## src/rtl/rvfi_harness_seq.sv

```systemverilog
// rvfi_harness_seq: reset/check sequencer, retire counter and env monitor; RVFI_HARNESS_NO_SYSTEM_EN enables per-channel constraints
module rvfi_harness_seq #(
  parameter int NRET         = 2,
  parameter int ILEN         = 32,
  parameter int RESET_CYCLES = 5,
  parameter int BMC_DEPTH    = 20,
  parameter int CNT_W        = 8
) (
  input  logic                 clk,
  input  logic                 reset,
  input  logic [NRET-1:0]      rvfi_valid,
  input  logic [NRET*ILEN-1:0] rvfi_insn,
  input  logic [NRET-1:0]      rvfi_trap,
  input  logic [NRET-1:0]      rvfi_halt,
  input  logic [NRET-1:0]      rvfi_intr,
  output logic                 core_reset,
  output logic                 check_enable,
  output logic [1:0]           phase,
  output logic [CNT_W-1:0]     cycle,
  output logic [CNT_W-1:0]     retire_cnt,
  output logic [NRET-1:0]      env_ok,
  output logic                 env_fail
);
  localparam logic [1:0] RESET = 2'd0;
  localparam logic [1:0] RUN   = 2'd1;
  localparam logic [1:0] CHECK = 2'd2;
  localparam logic [1:0] DONE  = 2'd3;
  if (!(RESET_CYCLES < BMC_DEPTH && BMC_DEPTH < (2 ** CNT_W) - 1)) begin : g_bad_depth
    $error("rvfi_harness_seq: BMC_DEPTH must satisfy RESET_CYCLES < BMC_DEPTH < 2**CNT_W-1");
  end
  logic [CNT_W-1:0] cycle_q, cycle_d, retire_q, retire_d;
  logic             core_reset_q, core_reset_d, check_q, check_d, env_fail_q, env_fail_d;
  logic [1:0]       phase_q, phase_d;
  logic [CNT_W:0]   sum;
`ifdef RVFI_HARNESS_NO_SYSTEM_EN
  // a valid channel must not trap, halt, take an interrupt, use SYSTEM, or be compressed
  always_comb begin
    env_ok = '1;
    for (int k = 0; k < NRET; k++)
      env_ok[k] = !rvfi_valid[k] || (!rvfi_trap[k] && !rvfi_halt[k] && !rvfi_intr[k] &&
                  rvfi_insn[k*ILEN +: 7] != 7'b1110011 && rvfi_insn[k*ILEN +: 2] == 2'b11);
  end
`else
  logic unused_env;
  assign unused_env = ^{rvfi_insn, rvfi_trap, rvfi_halt, rvfi_intr};
  assign env_ok = '1;
`endif
  // next-state: saturating counters, reset/check timing, phase FSM, sticky env failure
  always_comb begin
    cycle_d      = &cycle_q ? cycle_q : cycle_q + CNT_W'(1);
    core_reset_d = int'(cycle_q) + 1 < RESET_CYCLES;
    check_d      = cycle_q == CNT_W'(BMC_DEPTH);
    phase_d      = phase_q == RESET ? (core_reset_d ? RESET : RUN) :
                   phase_q == RUN   ? (check_d ? CHECK : RUN) : DONE;
    sum          = {1'b0, retire_q};
    for (int k = 0; k < NRET; k++) sum = sum + (CNT_W+1)'(rvfi_valid[k]);
    retire_d     = core_reset_q ? retire_q : sum[CNT_W] ? '1 : sum[CNT_W-1:0];
    env_fail_d   = env_fail_q || ((phase_q == RUN || phase_q == CHECK) && !(&env_ok));
  end
  // state registers with synchronous reset
  always_ff @(posedge clk) begin
    if (reset) begin
      cycle_q      <= '0;
      core_reset_q <= 1'b1;
      check_q      <= 1'b0;
      phase_q      <= RESET;
      retire_q     <= '0;
      env_fail_q   <= 1'b0;
    end else begin
      cycle_q      <= cycle_d;
      core_reset_q <= core_reset_d;
      check_q      <= check_d;
      phase_q      <= phase_d;
      retire_q     <= retire_d;
      env_fail_q   <= env_fail_d;
    end
  end
  assign cycle        = cycle_q;
  assign core_reset   = core_reset_q;
  assign check_enable = check_q;
  assign phase        = phase_q;
  assign retire_cnt   = retire_q;
  assign env_fail     = env_fail_q;
endmodule

```

## config.mk

```make
export PLATFORM = sky130hd
export DESIGN_NAME = rvfi_harness_seq
export DESIGN_NICKNAME = d
export VERILOG_FILES = /design/src/rtl/rvfi_harness_seq.sv
export SDC_FILE = /design/constraint.sdc
export NUM_CORES = 1
export LEC_CHECK = 0
export CAP_MARGIN = 30
export CORE_MARGIN = 3
export CORE_UTILIZATION = 33
export DETAILED_ROUTE_END_ITERATION = 7
export PLACE_DENSITY = 0.95
export SETUP_SLACK_MARGIN = 0.02
export SYNTH_ARGS = -nofsm -noshare
export SYNTH_HDL_FRONTEND = slang
export SYNTH_SLANG_ARGS = --single-unit
```

## constraint.sdc

```tcl
create_clock -name clk -period 3.4 [get_ports clk]
set_input_delay 0.51 -clock clk [delete_from_list [all_inputs] [get_ports clk]]
set_output_delay 0.51 -clock clk [all_outputs]
set_load 0.005 [all_outputs]
```

==> reports/results.txt <==
PwrDens: 356 nW/um2
Hold WC Path Type: register to register
Final GP Congestion: 0.799
largest net degree at the start of global routing: 21
met3 Resource Use GR: 0.0178
Slew headroom: 0.527
VDD IR max: 203 uV
most common cell after layout, fill and taps aside: clkdlybuf4s50_1
DR vias: 874
DR WL/cell: 11.2 um
first-pass GRT wire length: 3470 um
Fin. Hold Viols: 0
post-synth top area share: 0.371
Via density: 4.78
most frequent cells in the layout: 23 x clkdlybuf4s50_1, 20 x dfxtp_1, 14 x a21oi_1, 10 x inv_1, 8 x nor2_1
CP cell instances: clkdlybuf4s50_1 -> inv_1 -> fa_1 -> inv_1 -> ha_1 -> nand4b_1 -> nor2_1 -> nand4_2 -> a21oi_1
CP max FO: 6
met2 Resource Use GR: 0.182
Most used DFF post-synth: dfxtp_1
layout filler cell count: 286
Req. time, crit path: 3620 ps
Starting Density: 0.351
final instance area: 1370 um2
Yosys cell types: 44
Fin Setup TNS: 0 ps
Crit Path Class: input pin to register
vias in the first global route: 800
1st-pass router iterations: 4
GR peak layer: met2
antenna viol nets, final: 0
register area share after synthesis: 0.371
# diodes: 0
crit path capture type: register
CORE AREA: 3080 um2
CTS H-tree lvls: 1
number of synthesized register bits: 20
Syn Area/Cell: 9.07 um2
CTS tree: built
Critical Path Start Type: input pin
clock skew: 3.97 ps
Synth-to-Final Area Change: 26.8%
Arrival @ worst endpoint: 2500 ps
# nets final: 218
Die Ht: 63.2 um
Pleak: 0.505 nW
f_max: 0.439 GHz
DR DRC count: 0
Mapped Cells: 119
max cap viols: 0
cell mode on critical path: inv_1
post-cts gate resize count: 0
initial antenna violation count: 0
Post-CTS Setup Bufs: 0
Tightest Pin Transition: 707 ps
GRT Total Usage: 0.103
worst skew pair latency: 300 ps
number of buffers added on ports: 23
CTS clk-pin slew, worst paths: 110 ps
final WL: 2050 um
HPWL Detailed: 1540 um
row cnt: 20
met1 Usage GRT: 0.131
final slew viol count: 0
slowest CP cell: clkdlybuf4s50_1
setup violators final: 0
Sink Count: 20
Synth warnings: 0
asr flop ratio synth: 0
period utilisation layout: 0.670
post-place instance area: 1320 um2
share of cells above drive strength 1: 0.108
Area contributors post-synth: dfxtp_1 37%, a21oi_1 6.5%, xnor2_1 4.9%
initial DRC count: 19
Yosys top cell by area: dfxtp_1
Final WS setup: 1120 ps
# IOs: 97
clock period minus worst slack: 2280 ps
RSZ-0062 raised after global routing: false
post-place setup slack: 818 ps
slowest stage delay, CP: 450 ps
Post-synth EDFFs: 0
run status: finished, final reports clean
Worst R2R Setup Slack: 1490 ps
CTS Buf Count: 3
area of the multi-input gates: 593 um2
Max clock buf depth: 2
mapped cell area: 1080 um2
Die Footprint: 3990 um2
Reg area: 400 um2
hold_buf cts: 0
grt total ovfl: 0
CTS root buf: clkbuf_4
Die Wd: 63.2 um
## report_power, final
part	switching, W	total, W	leakage (nW)	internal (W)
clock	0.0000740	0.000193	0.0279	0.000119
sequential	0.00000756	0.000248	0.162	0.000240
combinational	0.0000194	0.0000466	0.315	0.0000272
total	0.000101	0.000487	0.505	0.000386
## critical path: cells and delay by family
family / cells / cell delay [ps]
AOI/OAI and AO/OA: 1 / 180
buffers and inverters: 3 / 570
adders and majority gates: 2 / 580
and+or+nand+nor: 3 / 640
## cells in the mapped netlist (2+ instances only)
cell type / count
dfxtp_1: 20
a21oi_1: 14
inv_1: 10
nor2_1: 8
xnor2_1: 6
buf_2: 3
buf_4: 3
ha_1: 3
mux2i_1: 3
nand2_1: 3
nand4_1: 3
a311oi_1: 2
a31oi_1: 2
and3_2: 2
conb_1: 2
nand2b_1: 2
nand3_1: 2
nor2b_1: 2
nor3_1: 2
o21ai_0: 2
xor2_1: 2
## registers in the layout, summed over array words and instances (netlist names)
name and cells:
check_enable 1, core_reset 1, cycle 8, phase 2, retire_cnt 8
## path summary, 6_finish.rpt
check,startpoint,depth (start not counted),endpoint
worst max-delay path,rvfi_valid[0],9,retire_cnt[4]
worst min-delay path,phase[1],2,phase[1]
worst max register to register,retire_cnt[0],8,retire_cnt[4]
worst min register to register,phase[1],2,phase[1]
## cells by family after synthesis
logic type,synth area share
DFF,0.371
and+or+nand+nor,0.218
adders and majority gates,0.0533
other,0.00696
muxes,0.0382
xor gates and xnor gates,0.0649
AOI/OAI and AO/OA,0.165
buffers and inverters,0.0834
## layout make-up
class | instances | share of cell area
clock inverters | 1 | 0.0219
well taps | 44 | 0.0402
clock buffers | 3 | 0.0165
flip-flops and latches | 20 | 0.293
repair buffers | 23 | 0.168
inverters | 10 | 0.0274
multi-input cells | 82 | 0.433
## per-layer routing
metal | vias to the layer above | wire [um]
met3 | 2 | 58
met5 | - | 0
met4 | 0 | 8
li1 | 454 | -
met2 | 14 | 1010
met1 | 404 | 974
## through the flow
stage	utilization	hold slack [ps]	total power (W)	instances
after floorplan	-	467	0.000282	120
after global placement	0.428	467	0.000298	179
after detailed placement	0.428	471	0.000300	179
after CTS	0.445	488	0.000491	183
after global routing	0.445	512	0.000509	183
final	0.445	483	0.000487	183
No activity file was read; power rests on OpenSTA's default activity.
